`src/rtl/pio_pwm_driver.sv`:
```
// PWM generator whose duty follows a PIO target word, either jumping straight to it
// or ramping by a fixed step once per PWM period; duty only changes on period boundaries.
module pio_pwm_driver #(
  parameter int PIO_WIDTH = 8,
  parameter int PRESCALE  = 4,
  parameter int RAMP_EN   = 1,
  parameter int RAMP_STEP = 1
) (
  input  logic                 clk_i,
  input  logic                 rstn_i,
  input  logic [PIO_WIDTH-1:0] pio_i,
  output logic                 pwm_o,
  output logic [PIO_WIDTH-1:0] duty_o,
  output logic                 busy_o
);

  localparam logic [15:0]          PRE_MAX  = 16'(PRESCALE - 1);
  localparam logic [PIO_WIDTH-1:0] CNT_MAX  = {PIO_WIDTH{1'b1}};
  localparam logic [PIO_WIDTH-1:0] CNT_ONE  = PIO_WIDTH'(1'b1);
  localparam logic [PIO_WIDTH:0]   STEP_EXT = (PIO_WIDTH + 1)'(RAMP_STEP);

  typedef enum logic [1:0] {
    IDLE = 2'd0,
    UP   = 2'd1,
    DOWN = 2'd2
  } state_t;

  // Ramp arithmetic is done one bit wider so the step never wraps past the target.
  function automatic logic [PIO_WIDTH-1:0] ramp_up(input logic [PIO_WIDTH-1:0] duty,
                                                   input logic [PIO_WIDTH-1:0] target);
    logic [PIO_WIDTH:0] sum;
    logic [PIO_WIDTH-1:0] res;
    sum = {1'b0, duty} + STEP_EXT;
    if (sum > {1'b0, target}) res = target;
    else                      res = sum[PIO_WIDTH-1:0];
    return res;
  endfunction

  function automatic logic [PIO_WIDTH-1:0] ramp_down(input logic [PIO_WIDTH-1:0] duty,
                                                     input logic [PIO_WIDTH-1:0] target);
    logic [PIO_WIDTH:0] gap;
    logic [PIO_WIDTH-1:0] res;
    gap = {1'b0, duty} - {1'b0, target};
    if (gap <= STEP_EXT) res = target;
    else                 res = duty - STEP_EXT[PIO_WIDTH-1:0];
    return res;
  endfunction

  function automatic state_t classify(input logic [PIO_WIDTH-1:0] duty,
                                      input logic [PIO_WIDTH-1:0] target);
    state_t st;
    if (duty < target)      st = UP;
    else if (duty > target) st = DOWN;
    else                    st = IDLE;
    return st;
  endfunction

  logic [15:0]          pre_r, pre_nxt_s;
  logic [PIO_WIDTH-1:0] cnt_r, cnt_nxt_s;
  logic [PIO_WIDTH-1:0] target_r;
  logic [PIO_WIDTH-1:0] duty_r, duty_nxt_s;
  logic                 pwm_r;
  state_t               state_r, state_nxt_s;
  logic                 tick_s, boundary_s;

  // Next-state logic: prescaler/counter advance, boundary duty update, direction state.
  always_comb begin
    tick_s     = (pre_r == PRE_MAX);
    boundary_s = tick_s && (cnt_r == CNT_MAX);
    pre_nxt_s  = pre_r;
    cnt_nxt_s  = cnt_r;
    duty_nxt_s = duty_r;
    if (tick_s) begin
      pre_nxt_s = 16'd0;
      cnt_nxt_s = cnt_r + CNT_ONE;
    end else begin
      pre_nxt_s = pre_r + 16'd1;
      cnt_nxt_s = cnt_r;
    end
    if (boundary_s) begin
      if (RAMP_EN == 32'sd0) begin
        duty_nxt_s = target_r;
      end else begin
        case (state_r)
          UP:      duty_nxt_s = ramp_up(duty_r, target_r);
          DOWN:    duty_nxt_s = ramp_down(duty_r, target_r);
          IDLE:    duty_nxt_s = duty_r;
          default: duty_nxt_s = duty_r;
        endcase
      end
    end else begin
      duty_nxt_s = duty_r;
    end
    // Registered state always mirrors the comparison of the registered duty and target.
    state_nxt_s = classify(duty_nxt_s, pio_i);
  end

  // State registers; the duty update and counter wrap share the boundary edge.
  always_ff @(posedge clk_i or negedge rstn_i) begin
    if (!rstn_i) begin
      pre_r    <= 16'd0;
      cnt_r    <= {PIO_WIDTH{1'b0}};
      target_r <= {PIO_WIDTH{1'b0}};
      duty_r   <= {PIO_WIDTH{1'b0}};
      pwm_r    <= 1'b0;
      state_r  <= IDLE;
    end else begin
      pre_r    <= pre_nxt_s;
      cnt_r    <= cnt_nxt_s;
      target_r <= pio_i;
      duty_r   <= duty_nxt_s;
      pwm_r    <= (cnt_r < duty_r);
      state_r  <= state_nxt_s;
    end
  end

  assign pwm_o  = pwm_r;
  assign duty_o = duty_r;
  assign busy_o = (state_r != IDLE);

endmodule

```
`config.mk`:
```
export PLATFORM = sky130hd
export DESIGN_NAME = pio_pwm_driver
export DESIGN_NICKNAME = d
export VERILOG_FILES = /design/src/rtl/pio_pwm_driver.sv
export SDC_FILE = /design/constraint.sdc
export NUM_CORES = 1
export LEC_CHECK = 0
export BUFFER_PORTS_ARGS = -buffer_cell sky130_fd_sc_hd__buf_2
export CAP_MARGIN = 20
export CORE_MARGIN = 10
export CORE_UTILIZATION = 30
export CTS_CLUSTER_SIZE = 14
export DETAILED_ROUTE_END_ITERATION = 7
export GPL_ROUTABILITY_DRIVEN = 1
export RECOVER_POWER = 100
export SLEW_MARGIN = 20
export SYNTH_ARGS = -nofsm -noshare
export SYNTH_HDL_FRONTEND = slang
export SYNTH_SLANG_ARGS = --single-unit
```
`constraint.sdc`:
```
create_clock -name clk_i -period 4.7 [get_ports clk_i]
set_input_delay 0.705 -clock clk_i [delete_from_list [all_inputs] [get_ports clk_i]]
set_output_delay 0.705 -clock clk_i [all_outputs]
set_load 0.02 [all_outputs]
```
# Yosys cells after proc, flatten, opt, wreduce, memory -nomap -nowiden
# Index checks and enable logic that the tools add are counted.
[word_totals] regBits=43 input_bits=10 output_inout_bits=10 wordCells=29
[op_classes] addsub=5 magnitude_cmp=5 n_eq_ne=4 n_mux=7 n_reduce_logical=2
[op_table] operator="two-way mux 8 bit" n=3
[op_table] operator="adder 16 x 1 -> 16 bit (second input constant)" n=1
[op_table] operator="== test 16 x 2 -> 1 bit (second input constant)" n=1
[op_table] operator="< comparator 8 bit" n=2
[op_table] operator="two-way mux 16 bit" n=1
[op_table] operator="one-hot mux 8 bit (2 select lines)" n=1
[op_table] operator="adder 8 x 1 -> 9 bit (second input constant)" n=1
[op_table] operator="greater-than comparator 9 x 8 -> 1 bit" n=1
[op_table] operator="<= comparator 9 x 1 -> 1 bit (second input constant)" n=1
[op_table] operator="subtractor 8 x 8 -> 9 bit" n=1
[op_table] operator="adder 8 x 1 -> 8 bit (second input constant)" n=1
[op_table] operator="== test 8 bit (second input constant)" n=1
[op_table] operator="greater-than comparator 8 bit" n=1
[op_table] operator="subtractor 8 x 1 -> 8 bit (second input constant)" n=1
[op_table] operator="two-way mux 2 bit" n=2
[op_table] operator="== test 2 x 1 -> 1 bit (second input constant)" n=1
[op_table] operator="== test 2 bit (second input constant)" n=1
[op_table] operator="nonzero test 2 bit" n=1
[op_table] operator="logical AND 1 bit" n=1

# Longest topological paths before layout
[depth] word_depth=8 depth_mapped=21 ltp_nobuf=20

# Worst setup path after synthesis
# No wires, ideal clock.
[synth_timing] path_kind="flip-flop to flip-flop" startpoint="register duty_r[0], in the netlist duty_o[0]" endpoint="register state_r[1]" t_arrival_ns=3.803 required_ns=4.572 path_slack_ns=0.769 path_stages_with_launch=19 path_cell_list="dfrtp_1 > clkbuf_2 > inv_1 > nor3_1 > nand3_1 > xnor2_1 > ha_1 > nand4_1 > a21oi_1 > o41ai_4 > nand2_1 > nand4_1 > o21ai_0 > a211o_1 > ha_1 > a21o_1 > a21o_1 > a211oi_1 > nor2_1"
[synth_via] elab_chain_cells=8
[synth_lines] item="start: declaration" line_no="61" source="logic [PIO_WIDTH-1:0] duty_r, duty_nxt_s;"
[synth_lines] item="start signal: assignment" line_no="104" source="duty_r <= {PIO_WIDTH{1'b0}};"
[synth_lines] item="start signal: assignment" line_no="111" source="duty_r <= duty_nxt_s;"
[synth_lines] item="subtractor 8 x 8 -> 9 bit / adder 8 x 1 -> 9 bit (equally long branches)" line_no="43, 33"
[synth_lines] item="<= comparator 9 x 1 -> 1 bit / greater-than comparator 9 x 8 -> 1 bit (equally long branches)" line_no="44, 34"
[synth_lines] item="two-way mux 8 bit (on tied branches)" line_no="44, 34"
[synth_lines] item="one-hot mux 8 bit (2 select lines) *" line_no="84" source="case (state_r)"
[synth_lines] item="two-way mux 8 bit *" line_no="80" source="if (boundary_s) begin"
[synth_lines] item="via duty_nxt_s[5]" line_no="61"
[synth_lines] item="greater-than comparator 8 bit" line_no="53" source="else if (duty > target) st = DOWN;"
[synth_lines] item="two-way mux 2 bit" line_no="53"
[synth_lines] item="two-way mux 2 bit *" line_no="52" source="if (duty < target) st = UP;"
[synth_lines] item="via state_nxt_s[1]" line_no="63" source="state_t state_r, state_nxt_s;"
[synth_lines] item="end signal: assignment" line_no="113" source="state_r <= state_nxt_s;"
[synth_lines] item="end: declaration" line_no="63"
# The timed path passes the listed nets; every way through them passes the cells marked *.
# A chain may end at the register's enable or synchronous reset.

# Worst setup path after layout
# Same ends and word-level chain as after synthesis.

==> impl_metrics.env <==
export IMPL_async_flop_share=1.00
export IMPL_hold_slack_ps=478
export IMPL_finalWirelength_um=7320
export IMPL_highest_layer="met4"
export IMPL_wire_per_inst_um=15.0
export IMPL_postRouteAntennaNets=0
export IMPL_synth_edf_count=0
export IMPL_syn_avg_cell_area_um2=9.51
export IMPL_switchingPower_uw=167
export IMPL_dpl_hpwl_um=5790
export IMPL_synthTopCellsByCount="43 x dfrtp_1, 39 x ha_1, 32 x inv_1"
export IMPL_syn_inst=328
export IMPL_period_share=0.908
export IMPL_p_comb_frac=0.065
export IMPL_setup_tns_final_ps=0
export IMPL_p_clk_frac=0.408
export IMPL_synth_top_area_share=0.345
export IMPL_crit_chain="inv_1 > nor3_2 > nand3_1 > xnor2_1 > ha_1 > nand4_1 > a21oi_1 > o41ai_4 > and2_1 > a21oi_1 > a2bb2oi_1 > o21ai_1 > ha_1 > nor2b_1 > o21ai_0 > nand2b_1 > a21oi_1 > nor2_1 > a211oi_1 > nor2_1"
export IMPL_synth_most_common_cell="dfrtp_1"
export IMPL_grt_start_max_net_pins=44
export IMPL_ys_ff_latch=43
export IMPL_initial_core_util=0.305
export IMPL_setup_violations=0
export IMPL_rsz0062_at_grt="no"
export IMPL_fill_cells=1049
export IMPL_slowest_stage="dfrtp_2"
export IMPL_violations="max-capacitance violations, max-slew violations"
export IMPL_timing_max_cap_violations=1
export IMPL_layout_drive_gt1_share=0.0992
export IMPL_diodes=0
export IMPL_cts_sinks=43
export IMPL_viasPerCell=5.01
export IMPL_ys_flop_type="dfrtp_1"
export IMPL_min_path_type="reg2reg"
export IMPL_root_buffer="clkbuf_8"
export IMPL_timing_critical_path_buf_inv=1
export IMPL_internal_power_uw=548
export IMPL_gp_congestion=0.945
export IMPL_antenna_found_initial=0
export IMPL_post_cts_buffers=0
export IMPL_synthTopCellsByArea="dfrtp_1 35%, ha_1 16%, xnor2_1 6.5%, inv_1 3.9%, xor2_1 2.8%"
export IMPL_finalHoldViolations=0
export IMPL_fp_dieW_um=122
export IMPL_end_kind="register"
export IMPL_wl_met2_um=3350
export IMPL_vias=2449
export IMPL_p_sw_frac=0.234
export IMPL_ir_drop_mv=0.192
export IMPL_status="complete, but fails checks"
export IMPL_die_area_um2=14900
export IMPL_crit_arrival_ps=4450
export IMPL_crit_family="compound AO/OA/AOI/OAI gates"
export IMPL_worst_path_max_fanout=11
export IMPL_clock_latency_ps=290
export IMPL_path_common_cell="a21oi_1"
export IMPL_grt_pass1_wl_um=12500
export IMPL_grt_overflow=0
export IMPL_yosysWarnings=0
export IMPL_critical_path_max_stage_delay_ps=500
export IMPL_cts_buffers_inserted=5
export IMPL_worstSetupPathType="reg2reg"
export IMPL_drc_errors=0
export IMPL_seq_area_um2=1080
export IMPL_p_leak_uw=0.00164
export IMPL_p_per_area_nw_per_um2=205
export IMPL_syn_nets=378
export IMPL_skew_ps=3.21
export IMPL_tightest_slew_ps=2310
export IMPL_dpl_worst_slack_ps=297
export IMPL_reg2reg_slack_ps=430
export IMPL_rows=37
export IMPL_cp_required_ps=4880
export IMPL_period_needed_ps=4270
export IMPL_seqPwrFrac=0.527
export IMPL_power_uw=715
export IMPL_slew_viol_final=44
export IMPL_htreeDepth=2
export IMPL_area_growth_syn_to_layout_pct=11.8
export IMPL_cp_start_kind="register"
export IMPL_clkSlewWorstSetupHoldPaths_ps=80
export IMPL_tritoncts="yes"
export IMPL_slew_headroom=-0.542
export IMPL_max_freq_mhz=234
export IMPL_fin_ws_ps=431
export IMPL_synth_cell_types=54
export IMPL_clockBufferDepth=2
export IMPL_drt_met1_wl_um=3530
export IMPL_wl_met3_um=319
export IMPL_ys_seq_area_frac=0.345
export IMPL_drt_initial_drc_count=191
export IMPL_io_pins=20
export IMPL_yosysTopAreaCell="dfrtp_1"
export IMPL_io_buffers=19
export IMPL_fin_util=0.341
export IMPL_drt_pass1_iter_count=4
export IMPL_ctsHoldBuffers=0
export IMPL_finalNetCount=402
export IMPL_multi_input_area_um2=1910
export IMPL_core_um2=10200
export IMPL_syn_area_um2=3120
export IMPL_first_global_vias=2499
export IMPL_die_y_um=122
export IMPL_grtUsageTotal=0.101
==> metal layers <==
layer,GRT usage,vias to the layer above
li1,-,1211
met1,0.135,1167
met2,0.167,57
met3,0.0162,14
met4,0.0253,0
met5,0,-
==> placed cells by master (no fill, tap or decap), types with 6 or more instances in the layout <==
| cell | Yosys | routed |
|---|---|---|
| o21ai_0 | 14 | 14 |
| nand2_1 | 22 | 22 |
| and3_1 | 6 | 6 |
| buf_2 | 2 | 7 |
| clkbuf_1 | 0 | 12 |
| nand3_1 | 15 | 15 |
| dfrtp_1 | 43 | 40 |
| ha_1 | 39 | 38 |
| xnor2_1 | 23 | 23 |
| nand4_1 | 9 | 9 |
| mux2i_1 | 7 | 7 |
| nor2_1 | 21 | 21 |
| a21oi_1 | 10 | 10 |
| xor2_1 | 10 | 10 |
| inv_1 | 32 | 32 |
==> cells by family (layout without fill, tap and decap cells) <==
kind of cell | Yosys count | after routing | synth area share
AO/OA/AOI/OAI | 60 | 60 | 0.135
XOR/XNOR | 33 | 33 | 0.0927
adder cells (fa/ha/maj) | 40 | 40 | 0.163
buffers and inverters | 36 | 61 | 0.0445
flip-flops | 43 | 43 | 0.345
multiplexers | 10 | 10 | 0.0345
AND/OR/NAND/NOR | 106 | 106 | 0.185
==> per-stage QoR <==
step,std cells,cell area (um2)
4_1_cts,489,3490
3_3_place_gp,481,3380
3_5_place_dp,481,3380
5_1_grt,489,3480
2_1_floorplan,328,3120
6_report,489,3480
==> worst paths after layout <==
kind                                 from          to  cells past startpoint
worst max-delay path            duty_o[0]  state_r[1]                     20
worst min-delay path             pre_r[0]    pre_r[0]                      1
worst max register to register  duty_o[0]  state_r[1]                     20
worst min register to register   pre_r[0]    pre_r[0]                      1
max in group asynchronous          rstn_i   duty_o[0]                      1
min in group asynchronous          rstn_i    pre_r[8]                      1
==> layout make-up <==
type	instances	share of cell area
Timing Repair Buffer	20	0.0251
Sequential cell	43	0.310
Clock inverter	3	0.0126
Clock buffer	5	0.0197
Tap cell	136	0.0488
Multi-Input combinational cell	249	0.548
Inverter	33	0.0355
==> power by group through the flow <==
stage          Clock [uW]  Combinational (uW)  Sequential, uW
2_1_floorplan           0                28.6             382
3_3_place_gp            0                47.2             384
3_5_place_dp            0                48.1             384
4_1_cts               301                48.2             376
5_1_grt               313                53.6             377
6_report              292                46.6             377
==> flip-flops by register name (all words and copies together) (netlist names) <==
signal    flops
cnt_r         8
duty_o        8
pre_r        16
pwm_o         1
state_r       2
target_r      8
==> what timing repair did <==
action	4_1_cts	5_1_grt
setup endpoints to repair	0	2
hold endpoints to repair	0	0
gates resized for setup	0	5
No activity file was read; power rests on OpenSTA's default activity.
